$ cat src/rtl/pulse_scheduler_pkg.sv
// Shared types for the pulse scheduler: descriptor layout, field widths and
// the scheduler state encoding.
package pulse_scheduler_pkg;

    // Width of the descriptor delay field (countdown start value).
    localparam int PULSE_REG_TSTART_W = 8;
    // Width of the pulse memory address carried to the generator.
    localparam int PULSE_MEM_ADDR_W   = 10;

    // One entry of the core's pulse_descriptor stream.
    typedef struct packed {
        logic [PULSE_REG_TSTART_W-1:0] delay;
        logic [PULSE_MEM_ADDR_W-1:0]   pulse_mem_addr;
    } pulse_descriptor_t;

    // Scheduler state; plain constants keep the encoding visible to checkers.
    typedef logic [1:0] sched_state_t;
    localparam sched_state_t S_IDLE  = 2'd0;
    localparam sched_state_t S_LOAD  = 2'd1;
    localparam sched_state_t S_WAIT  = 2'd2;
    localparam sched_state_t S_ISSUE = 2'd3;

endpackage

$ cat src/rtl/pulse_scheduler_desc_fifo.sv
// Synchronous descriptor FIFO with extra-bit pointers. A push is ignored when
// full and a pop is ignored when empty; there is no full-bypass path, so a
// push is refused on a full cycle even if a pop happens on the same edge.
// clear empties the FIFO on the next edge and suppresses any push that cycle.
module pulse_desc_fifo
    import pulse_scheduler_pkg::*;
#(
    parameter int DEPTH = 8
) (
    input  logic                     clk,
    input  logic                     reset_n,
    input  logic                     clear,
    input  logic                     push,
    input  pulse_descriptor_t        push_data,
    input  logic                     pop,
    output pulse_descriptor_t        pop_data,
    output logic                     full,
    output logic                     empty,
    output logic [$clog2(DEPTH):0]   count
);

    localparam int AW = $clog2(DEPTH);
    localparam logic [AW:0] PTR_ONE = 1;

    pulse_descriptor_t mem [DEPTH];
    logic [AW:0]       wr_ptr;
    logic [AW:0]       rd_ptr;
    logic              do_push;
    logic              do_pop;

    assign empty    = (wr_ptr == rd_ptr);
    assign full     = (wr_ptr[AW] != rd_ptr[AW]) &&
                      (wr_ptr[AW-1:0] == rd_ptr[AW-1:0]);
    assign count    = wr_ptr - rd_ptr;
    assign pop_data = mem[rd_ptr[AW-1:0]];
    assign do_push  = push && !full && !clear;
    assign do_pop   = pop && !empty && !clear;

    // Pointer update: clear wins, otherwise independent push and pop.
    always_ff @(posedge clk or negedge reset_n) begin
        if (!reset_n) begin
            wr_ptr <= '0;
            rd_ptr <= '0;
        end else if (clear) begin
            wr_ptr <= '0;
            rd_ptr <= '0;
        end else begin
            if (do_push) begin
                wr_ptr <= wr_ptr + PTR_ONE;
            end
            if (do_pop) begin
                rd_ptr <= rd_ptr + PTR_ONE;
            end
        end
    end

    // Storage write; entries need no reset because pointers gate visibility.
    always_ff @(posedge clk) begin
        if (do_push) begin
            mem[wr_ptr[AW-1:0]] <= push_data;
        end
    end

endmodule

$ cat src/rtl/pulse_scheduler.sv
// Timed-issue scheduler: queues pulse descriptors, counts down each delay
// while run is high, then offers the pulse address to the generator and
// stamps it with the free-running timeline.
//
// Handshakes (both sides): a transfer happens on the rising clk edge where
// valid && ready are both high. The scheduler holds gen_valid and gen_addr
// stable until that edge (only flush or reset can withdraw it); in_ready
// never depends on in_valid.
module pulse_scheduler
    import pulse_scheduler_pkg::*;
#(
    parameter int DEPTH   = 8,
    parameter int DELAY_W = PULSE_REG_TSTART_W,
    parameter int ADDR_W  = PULSE_MEM_ADDR_W,
    parameter int TS_W    = 32
) (
    input  logic                    clk,
    input  logic                    reset_n,
    input  logic                    in_valid,
    output logic                    in_ready,
    input  pulse_descriptor_t       in_desc,
    input  logic                    run,
    input  logic                    flush,
    output logic                    gen_valid,
    input  logic                    gen_ready,
    output logic [ADDR_W-1:0]       gen_addr,
    output logic [TS_W-1:0]         gen_timestamp,
    output logic [$clog2(DEPTH):0]  q_count,
    output logic                    late_err,
    output logic                    idle,
    output sched_state_t            state
);

    localparam logic [DELAY_W-1:0] DELAY_ONE = 1;
    localparam logic [TS_W-1:0]    TS_ONE    = 1;

    sched_state_t       state_q;
    sched_state_t       state_d;
    logic [DELAY_W-1:0] countdown;
    logic [TS_W-1:0]    timeline;
    logic [ADDR_W-1:0]  addr_q;
    logic               issue_first;

    pulse_descriptor_t  head;
    logic               fifo_full;
    logic               fifo_empty;
    logic               fifo_push;
    logic               fifo_pop;
    logic               wait_done;

    // Descriptor queue; flush doubles as its synchronous clear.
    pulse_desc_fifo #(
        .DEPTH (DEPTH)
    ) u_fifo (
        .clk       (clk),
        .reset_n   (reset_n),
        .clear     (flush),
        .push      (fifo_push),
        .push_data (in_desc),
        .pop       (fifo_pop),
        .pop_data  (head),
        .full      (fifo_full),
        .empty     (fifo_empty),
        .count     (q_count)
    );

    assign in_ready  = !fifo_full && !flush;
    assign fifo_push = in_valid && in_ready;
    // LOAD is only entered with a non-empty queue, so the head is valid here.
    assign fifo_pop  = (state_q == S_LOAD) && !flush;
    // Countdown has expired and the timeline is running: ISSUE next edge.
    assign wait_done = (state_q == S_WAIT) && run && (countdown == '0);

    assign gen_valid = (state_q == S_ISSUE);
    assign gen_addr  = addr_q;
    assign idle      = (state_q == S_IDLE) && fifo_empty;
    assign state     = state_q;

    // Next-state selection; flush overrides every transition.
    always_comb begin
        state_d = state_q;
        case (state_q)
            S_IDLE: begin
                if (run && !fifo_empty) begin
                    state_d = S_LOAD;
                end
            end
            S_LOAD: begin
                state_d = S_WAIT;
            end
            S_WAIT: begin
                if (wait_done) begin
                    state_d = S_ISSUE;
                end
            end
            S_ISSUE: begin
                // run=0 does not abort an issue; it only blocks the next LOAD.
                if (gen_ready) begin
                    state_d = (run && !fifo_empty) ? S_LOAD : S_IDLE;
                end
            end
            default: begin
                state_d = S_IDLE;
            end
        endcase
        if (flush) begin
            state_d = S_IDLE;
        end
    end

    // State register.
    always_ff @(posedge clk or negedge reset_n) begin
        if (!reset_n) begin
            state_q <= S_IDLE;
        end else begin
            state_q <= state_d;
        end
    end

    // Countdown: loaded from the popped descriptor, frozen while run is low.
    always_ff @(posedge clk or negedge reset_n) begin
        if (!reset_n) begin
            countdown <= '0;
        end else if (flush) begin
            countdown <= '0;
        end else if (state_q == S_LOAD) begin
            countdown <= head.delay;
        end else if ((state_q == S_WAIT) && run && (countdown != '0)) begin
            countdown <= countdown - DELAY_ONE;
        end
    end

    // Address latch: captured at LOAD so gen_addr stays stable through ISSUE.
    always_ff @(posedge clk or negedge reset_n) begin
        if (!reset_n) begin
            addr_q <= '0;
        end else if (fifo_pop) begin
            addr_q <= head.pulse_mem_addr;
        end
    end

    // Free-running timeline; wraps modulo 2^TS_W, cleared by flush.
    always_ff @(posedge clk or negedge reset_n) begin
        if (!reset_n) begin
            timeline <= '0;
        end else if (flush) begin
            timeline <= '0;
        end else if (run) begin
            timeline <= timeline + TS_ONE;
        end
    end

    // Timestamp: the timeline value held in the cycle that enters ISSUE.
    always_ff @(posedge clk or negedge reset_n) begin
        if (!reset_n) begin
            gen_timestamp <= '0;
        end else if (wait_done && !flush) begin
            gen_timestamp <= timeline;
        end
    end

    // Marks the first ISSUE cycle so lateness is judged only there.
    always_ff @(posedge clk or negedge reset_n) begin
        if (!reset_n) begin
            issue_first <= 1'b0;
        end else begin
            issue_first <= (state_d == S_ISSUE) && (state_q != S_ISSUE);
        end
    end

    // Sticky late flag: generator not ready on the scheduled cycle.
    always_ff @(posedge clk or negedge reset_n) begin
        if (!reset_n) begin
            late_err <= 1'b0;
        end else if (flush) begin
            late_err <= 1'b0;
        end else if ((state_q == S_ISSUE) && issue_first && !gen_ready) begin
            late_err <= 1'b1;
        end
    end

endmodule

$ cat config.mk
export PLATFORM = sky130hd
export DESIGN_NAME = pulse_scheduler
export DESIGN_NICKNAME = d
export VERILOG_FILES = /design/src/rtl/pulse_scheduler_pkg.sv /design/src/rtl/pulse_scheduler_desc_fifo.sv /design/src/rtl/pulse_scheduler.sv
export SDC_FILE = /design/constraint.sdc
export NUM_CORES = 1
export LEC_CHECK = 0
export CAP_MARGIN = 20
export CORE_MARGIN = 1.5
export CORE_UTILIZATION = 58
export CTS_BUF_LIST = sky130_fd_sc_hd__clkbuf_8 sky130_fd_sc_hd__clkbuf_16
export DETAILED_ROUTE_END_ITERATION = 8
export PLACE_DENSITY = 0.79
export SLEW_MARGIN = 20
export SYNTH_ARGS = -nofsm -noshare
export SYNTH_HDL_FRONTEND = slang
export SYNTH_SLANG_ARGS = --single-unit
$ cat constraint.sdc
create_clock -name clk -period 5.5 [get_ports clk]
set_clock_uncertainty 0.05 [all_clocks]
set_input_delay 0.825 -clock clk [delete_from_list [all_inputs] [get_ports clk]]
set_output_delay 0.825 -clock clk [all_outputs]
set_load 0.02 [all_outputs]
# Word-level counts from Yosys, hierarchy flattened
# Memory sizes are Yosys's and may differ from the RTL's.
# Index checks and enable logic that the tools add are counted.
totals:
  ff_bits: 94
  ramBits: 144
  output_inout_bits: 52
  word_cells: 71
  n_memories: 1
mem_list:
  columns: ["memory", "depth", "word_bits", "rd", "rd_clocked_by_memory_dff", "write_ports", "line_no", "text"]
  rows:
  - ["u_fifo.mem", 8, 18, 1, 0, 1, "pulse_scheduler_desc_fifo.sv:25", "pulse_descriptor_t mem [DEPTH];"]
classes:
  n_addsub: 5
  eq_ne: 8
  muxes: 19
  n_reduce_logical: 29
op_table:
  columns: ["cell", "count"]
  rows:
  - ["$mux W32", 2]
  - ["$add A32 B1 Y32 const B", 1]
  - ["$mux W8", 3]
  - ["$logic_and A1 B1 Y1", 17]
  - ["$mux W4", 4]
  - ["$add A4 B1 Y4 const B", 2]
  - ["$logic_not A8 Y1", 1]
  - ["$mux W2", 4]
  - ["$pmux W2 S4", 1]
  - ["$reduce_bool A2 Y1", 4]
  - ["$reduce_bool A8 Y1", 1]
  - ["$sub A8 B1 Y8 const B", 1]
  - ["$eq A2 B2 Y1 const B", 3]
  - ["$mux W1", 5]
  - ["$eq A4 B4 Y1", 1]
  - ["$logic_not A1 Y1", 4]
  - ["$sub A4 B4 Y4", 1]
  - ["$eq A3 B3 Y1", 1]
  - ["$reduce_bool A3 Y1", 1]
  - ["$eq A2 B1 Y1 const B", 1]
  - ["$logic_not A2 Y1", 1]
  - ["$ne A2 B2 Y1 const B", 1]
  - ["$ne A1 B1 Y1", 1]

# Longest topological paths before layout
# Gate-level depths: netlist of run 1.
depth:
  word_depth: 9
  depth_mapped: 8
  depth_no_buf: 6

# Modules after synthesis
# A second synthesis of run 1 with hierarchy kept.
hier_totals:
  hier_cells: 659
  hier_area_um2: 9972.1
modules_own_cells:
  columns: ["module", "n_inst", "cells_each", "area_each_um2", "seq_area_each_um2"]
  rows:
  - ["pulse_desc_fifo", 1, 315, 6039.5, 4524.3]
  - ["pulse_scheduler", 1, 344, 3932.5, 2152.1]

# Worst setup path before layout of run 1
# OpenSTA, ideal clock, no wires.
synth_path:
  kind: "reg2reg"
  from: "reg u_fifo.rd_ptr[1]"
  to: "mem u_fifo.mem[0][0] (netlist bit), enable pin"
  setup_ps: 439
  arrival_ps: 3805
  t_required_ps: 5011
  slack_ps: 1205
  stages_incl_launch_ff: 8
  n_path_buf: 2
  path_cell_list: "dfrtp_1 clkbuf_1 clkbuf_1 inv_1 ha_1 and3_1 a211o_1 nor4_1"
synth_via:
  elab_chain_len: 9
synth_rtl:
  columns: ["element", "line_no", "text"]
  rows:
  - ["start, declared", "pulse_scheduler_desc_fifo.sv:27", "logic [AW:0] rd_ptr;"]
  - ["start signal, assigned", "pulse_scheduler_desc_fifo.sv:52", "rd_ptr <= rd_ptr + PTR_ONE;"]
  - ["$eq A3 B3 Y1 *", "pulse_scheduler_desc_fifo.sv:33", "(wr_ptr[AW-1:0] == rd_ptr[AW-1:0]);"]
  - ["$logic_and A1 B1 Y1 *", "pulse_scheduler_desc_fifo.sv:32", "assign full = (wr_ptr[AW] != rd_ptr[AW]) &&"]
  - ["$logic_not A1 Y1 *", "pulse_scheduler_desc_fifo.sv:36, pulse_scheduler.sv:67", null]
  - ["$logic_and A1 B1 Y1", "pulse_scheduler.sv:67", "assign in_ready = !fifo_full && !flush;"]
  - ["$logic_and A1 B1 Y1", "pulse_scheduler.sv:68", "assign fifo_push = in_valid && in_ready;"]
  - ["$logic_and A1 B1 Y1 * (2 in series)", "pulse_scheduler_desc_fifo.sv:36", "assign do_push = push && !full && !clear;"]
  - ["$mux W1 *", "pulse_scheduler_desc_fifo.sv:59", "if (do_push) begin"]
  - ["$mux W1 (implied by the code) *", "pulse_scheduler_desc_fifo.sv:60", "mem[wr_ptr[AW-1:0]] <= push_data;"]
  - ["end, declared", "pulse_scheduler_desc_fifo.sv:25", null]
# Mark *: on every way between the ends. The rest lies on a longest branch, timed or not.

# Worst setup path in the final report of run 1
layout_path:
  from: "reg u_fifo.rd_ptr[2]"
  to: "out idle"
layout_via:
  elab_chain_len: 2
layout_rtl:
  columns: ["element", "line_no", "text"]
  rows:
  - ["$eq A4 B4 Y1", "pulse_scheduler_desc_fifo.sv:31", "assign empty = (wr_ptr == rd_ptr);"]
  - ["$logic_and A1 B1 Y1", "pulse_scheduler.sv:76", "assign idle = (state_q == S_IDLE) && fifo_empty;"]
  - ["end, declared", "pulse_scheduler.sv:30", "output logic idle,"]
# No other way between the ends.

==> results.json, run 1 <==
{
  "cts.clk_slew.worst_paths_ns": 0.06,
  "wire_per_inst_um": 20.3,
  "via_per_inst": 6.11,
  "die_h_um": 134,
  "path_class": "flip-flop to primary output",
  "cp-start-kind": "flip-flop",
  "syn-cell-area_um2": 10000,
  "grt-ovfl-total": 0,
  "drc_errors": 0,
  "finalCritPeriodShare": 0.847,
  "cts.repair.resized": 0,
  "arrival_ns": 3.78,
  "cp_max_fo": 20,
  "setup_slack_ns": 0.842,
  "drtIter0Drc": 426,
  "synth_ff_type": "edfxtp_1",
  "ys_async_sr_fraction": 0.395,
  "use_met1": 0.301,
  "synth_nets": 676,
  "place_ws_ns": 1.50,
  "grt_start_max_net_pins": 57,
  "cts_setup_buffers": 0,
  "ir_worst_vdd_mv": 0.392,
  "ys_types": 59,
  "fin_crit_ns": 4.66,
  "worst_ep_required_time_ns": 4.62,
  "grt_first_pass_wirelength_um": 31500,
  "yosys.area.top_type_share": 0.432,
  "layout-drive-gt1-share": 0.197,
  "avgSynthCellArea_um2": 15.5,
  "final_util": 0.709,
  "diodes": 0,
  "vias": 5900,
  "fin_setup_tns_ns": 0,
  "grt_util_met3": 0.0363,
  "cellPowerDensity_nw_per_um2": 354,
  "antenna_found_initial": 0,
  "min_path_type": "input port to asynchronous set/reset pin",
  "start_util": 0.599,
  "fin_cells": 966,
  "dieWidth_um": 134,
  "cts.sinks": 238,
  "area_growth_pct": 18.3,
  "cts_buffers": 24,
  "final_antenna_net_count": 0,
  "placed_area_um2": 11000,
  "synth_edf_count": 144,
  "setup_viol": 0,
  "place.detailed.hpwl_um": 12300,
  "layout_common_cells": "144 x edfxtp_1, 93 x dfrtp_1, 73 x clkdlybuf4s50_1, 41 x nor2_1, 39 x mux2_2",
  "coreArea_um2": 16700,
  "grt_pass1_vias": 5980,
  "max_cap_viol_count": 0,
  "cts_hold_buf": 0,
  "worst_slew_pin_slew_ns": 1.06,
  "yosys_register_bits": 238,
  "cp-end-kind": "primary output",
  "htreeDepth": 1,
  "portBuffers": 75,
  "clk_latency_ns": 0.52,
  "slew_headroom": 0.293,
  "nNetsFinal": 760,
  "grt_use_total": 0.226,
  "max_freq_mhz": 215,
  "status": "finished, final reports clean",
  "synth_cells": 644,
  "clockBufferDepth": 3,
  "place_congestion": 0.785,
  "drv_slew": 0,
  "dp_cells": 921,
  "layout_commonest_cell": "edfxtp_1",
  "tritoncts": "built",
  "yosysWarnings": 0,
  "drt-total-wl_um": 19600,
  "rsz0062_at_grt": "false",
  "cts-root-buf": "clkbuf_16",
  "synth.largest_area_cell": "edfxtp_1",
  "io_pins": 76,
  "fill_cells": 1090,
  "synth.area.top_cells": "edfxtp_1 43%, dfrtp_1 24%, mux4_2 8.1%",
  "dieArea_um2": 18100,
  "final_area_um2": 11800,
  "grt_util_met2": 0.389,
  "first_pass_iters": 5,
  "leakagePower_nw": 4.41,
  "hold_viol": 0,
  "grt.busiest_layer": "met2",
  "row_count": 47,
  "seq_area_frac_synth": 0.667
}
cells in the mapped netlist (2+ instances only):
library cell / number
nor4_2: 2
or2_2: 3
mux4_2: 36
nand3_1: 15
nor3_1: 7
and2_1: 3
nand2b_1: 4
xor2_1: 8
clkbuf_1: 11
a211oi_1: 4
a31oi_1: 11
nand2_1: 38
nor2b_1: 11
o211ai_1: 2
or4_1: 6
and4_1: 3
o311ai_0: 2
o31ai_1: 5
o21ai_0: 7
or3_2: 2
mux2_2: 39
nand4_1: 9
inv_1: 17
or3_1: 4
edfxtp_1: 144
o22ai_1: 8
a21oi_1: 15
buf_6: 6
mux2i_1: 12
nor4_1: 10
dfrtp_1: 94
and3_1: 6
nor3b_1: 2
ha_1: 7
nor2_1: 41
xnor2_1: 15
buf_1: 3
mux2_1: 3
o41ai_1: 2
buf_2: 8
power by group:
part	internal, W	switching (W)
sequential	0.00198	0.0000677
clock	0.00101	0.000659
combinational	0.000219	0.000264
through the flow:
stage,hold slack (ns),power [W]
2_1_floorplan,0.432,0.00232
3_3_place_gp,0.430,0.00253
3_5_place_dp,0.442,0.00255
4_1_cts,0.250,0.00422
5_1_grt,0.268,0.00433
6_report,0.242,0.00419
final cells by class:
class,count,area [um2],area share
sequential,238,6680,0.564
multi-input combinational,361,3180,0.268
timing repair buffer,86,833,0.0704
clock buffer,25,626,0.0528
tap,220,275,0.0232
clock inverter,19,189,0.0160
inverter,17,63.8,0.00539
routing by layer:
layer / share of wire / up-vias
met1: 0.41 / 3010
met5: 0 / -
li1: - / 2638
met3: 0.069 / 39
met4: 0.020 / 0
met2: 0.50 / 213
worst max-delay path, stage by stage, from the launching register on:
cell and delay, ns:
dfrtp_1 0.67, inv_1 0.58, ha_1 0.57, and3_1 0.30, nand2b_1 0.18, nor3_1 0.30
clkdlybuf4s50_1 0.67
registers in the layout, summed over array words and instances (netlist names), 2 cells and up:
| signal | count |
|---|---|
| timeline | 32 |
| u_fifo.rd_ptr | 4 |
| countdown | 8 |
| state | 2 |
| u_fifo.mem | 144 |
| gen_addr | 10 |
| gen_timestamp | 32 |
| u_fifo.wr_ptr | 4 |
cells by family (layout without fill, tap and decap cells):
family                     Yosys count  count (layout)  synth area share
and+or+nand+nor                    176             176            0.0971
xor gates and xnor gates            23              23            0.0201
buffers and inverters               45             147            0.0224
adders and majority gates            8               8            0.0108
AOI/OAI and AO/OA                   64              64            0.0421
DFF                                238             238             0.667
muxes                               90              90             0.140
final timing paths:
path / from / end / slack (ns) / cells after the start
max in group asynchronous: reset_n / gen_timestamp[24]$_DFFE_PN0P_ / 4.08 / 2
setup reg to reg: u_fifo.rd_ptr[2]$_DFFE_PN0P_ / u_fifo.mem[5][16]$_DFFE_PP_ / 1.63 / 5
setup / recovery: u_fifo.rd_ptr[2]$_DFFE_PN0P_ / idle / 0.84 / 6
hold reg to reg: gen_timestamp[5]$_DFFE_PN0P_ / gen_timestamp[5]$_DFFE_PN0P_ / 0.45 / 1
min in group clk: gen_timestamp[5]$_DFFE_PN0P_ / gen_timestamp[5]$_DFFE_PN0P_ / 0.45 / 1
hold / removal: reset_n / gen_timestamp[8]$_DFFE_PN0P_ / 0.24 / 1
Power figures use the tool's default switching activity.
==> run 2: changes to the inputs <==
- CORE_UTILIZATION: 58 -> 53
- PLACE_DENSITY: 0.79 -> 0.76
- clock period: 5.5 -> 4.2 ns (I/O delays scaled with it)
==> run 2 against run 1 <==
  * Core utilization fell by 7.1 points
  * Via count hardly changed
  * Non-clock buffer count increased by 5
  * Count of clock-buffer cells in the layout up 1
  * Final area up 0.11%
==> results.json, run 2 (synthesis results as in run 1) <==
{
  "grt_use_total": 0.210,
  "final_antenna_net_count": 0,
  "final_area_um2": 11900,
  "io_pins": 76,
  "dieWidth_um": 140,
  "setup_viol": 0,
  "cts_hold_buf": 0,
  "path_class": "flip-flop to primary output",
  "cp_max_fo": 12,
  "diodes": 0,
  "use_met1": 0.272,
  "coreArea_um2": 18600,
  "tritoncts": "built",
  "cp_slowest_cell": "clkdlybuf4s50_1",
  "placed_area_um2": 11100,
  "fill_cells": 1290,
  "grt.busiest_layer": "met2",
  "layout-drive-gt1-share": 0.202,
  "row_count": 50,
  "cts_setup_buffers": 0,
  "finalCritPeriodShare": 0.911,
  "grt_first_pass_wirelength_um": 32100,
  "power.total_w": 0.00540,
  "cts.sinks": 238,
  "cellPowerDensity_nw_per_um2": 456,
  "dieArea_um2": 19700,
  "via_per_inst": 5.97,
  "max_freq_mhz": 261,
  "slew_headroom": 0.369,
  "ir_worst_vdd_mv": 0.420,
  "fin_setup_tns_ns": 0,
  "drv_slew": 0,
  "cts_buffers": 25,
  "wire_per_inst_um": 20.3,
  "portBuffers": 75,
  "vias": 5897,
  "min_path_type": "input port to asynchronous set/reset pin",
  "worst_slew_pin_slew_ns": 0.946,
  "grt_util_met2": 0.365,
  "drc_errors": 0,
  "max_cap_viol_count": 0,
  "cp-start-kind": "flip-flop",
  "area_growth_pct": 18.4,
  "rsz0062_at_grt": "false",
  "cp_top_family": "buffers and inverters",
  "cts.clk_slew.worst_paths_ns": 0.06,
  "grt-ovfl-total": 0,
  "fin_crit_ns": 3.83,
  "worst_ep_required_time_ns": 3.52,
  "worst-path-stages": 6,
  "largest_reg_flops": 144,
  "layout_commonest_cell": "edfxtp_1",
  "grt_start_max_net_pins": 72,
  "seq_area_um2": 6680,
  "finalHoldWorstSlack_ns": 0.196,
  "clk_latency_ns": 0.53,
  "die_h_um": 140,
  "first_pass_iters": 5,
  "crit_buf_inv": 2,
  "nNetsFinal": 766,
  "htreeDepth": 1,
  "grt_pass1_vias": 6101,
  "start_util": 0.539,
  "grt_util_met3": 0.0325,
  "crit_chain": "inv_1 -> ha_1 -> and3_1 -> nand2b_1 -> nor3_1 -> clkdlybuf4s50_1",
  "cts.repair.resized": 0,
  "antenna_found_initial": 0,
  "multiInputGateArea_um2": 3160,
  "cts-root-buf": "clkbuf_16",
  "cp_slowest_stage_delay_ns": 0.67,
  "status": "finished, final reports clean",
  "drtIter0Drc": 495,
  "layout_common_cells": "144 x edfxtp_1, 93 x dfrtp_1, 73 x clkdlybuf4s50_1, 41 x nor2_1, 39 x mux2_2",
  "hold_viol": 0,
  "place_congestion": 0.846,
  "place.detailed.hpwl_um": 12000,
  "arrival_ns": 3.15,
  "leakagePower_nw": 4.44,
  "worstRegToRegCells": 7,
  "drt-total-wl_um": 20000,
  "clockBufferDepth": 3,
  "cp-end-kind": "primary output"
}
==> run 2: worst reg2reg max path, delay by kind of cell (launching register included) <==
| kind | cells | cell delay [ns] |
|---|---|---|
| flip-flops | 1 | 0.64 |
| AND/OR/NAND/NOR | 3 | 0.64 |
| buffers and inverters | 2 | 0.49 |
| adder cells (fa/ha/maj) | 1 | 0.39 |
| AO/OA/AOI/OAI | 1 | 0.32 |
==> run 2: cell type report <==
| type | instances | area share |
|---|---|---|
| Inverter | 17 | 0.00538 |
| Clock inverter | 20 | 0.0132 |
| Clock buffer | 26 | 0.0539 |
| Tap cell | 234 | 0.0247 |
| Multi-Input combinational cell | 361 | 0.267 |
| Sequential cell | 238 | 0.563 |
| Timing Repair Buffer | 91 | 0.0728 |
==> run 2: path summary, 6_finish.rpt <==
kind                                                    from                            to  slack (ns)
worst max-delay path            u_fifo.rd_ptr[2]$_DFFE_PN0P_                          idle        0.37
worst min register to register         issue_first$_DFF_PN0_          late_err$_DFFE_PN0P_        0.45
min in group clk                       issue_first$_DFF_PN0_          late_err$_DFFE_PN0P_        0.45
worst max register to register  u_fifo.rd_ptr[2]$_DFFE_PN0P_    u_fifo.mem[2][0]$_DFFE_PP_        1.32
worst min-delay path                                 reset_n  gen_timestamp[6]$_DFFE_PN0P_        0.20
max in group asynchronous                            reset_n       timeline[0]$_DFFE_PN0P_        3.06
==> run 2: layer usage <==
metal | up-vias | part of all wire
li1 | 2652 | -
met1 | 3019 | 0.41
met2 | 187 | 0.52
met3 | 39 | 0.048
met4 | 0 | 0.024
met5 | - | 0
==> run 2: report_power, final <==
| part | leakage, nW | internal [W] | switching, W |
|---|---|---|---|
| logic | 1.46 | 0.000287 | 0.000338 |
| registers | 2.58 | 0.00259 | 0.0000839 |
| clock network | 0.410 | 0.00123 | 0.000880 |
| total | 4.44 | 0.00410 | 0.00130 |
==> run 2: per-stage QoR <==
stage	std cells	setup WS (ns)	utilization
floorplan	644	0.129	-
global placement	941	1.02	0.595
detailed placement	941	0.917	0.595
CTS	987	0.357	0.638
global route	987	0.245	0.638
finish	987	0.375	0.638
==> run 3: changes to the inputs <==
- SKIP_LAST_GASP: unset -> 1
==> results of run 3 <==
No change in the layout: final DEF, timing and power equal those of run 2.
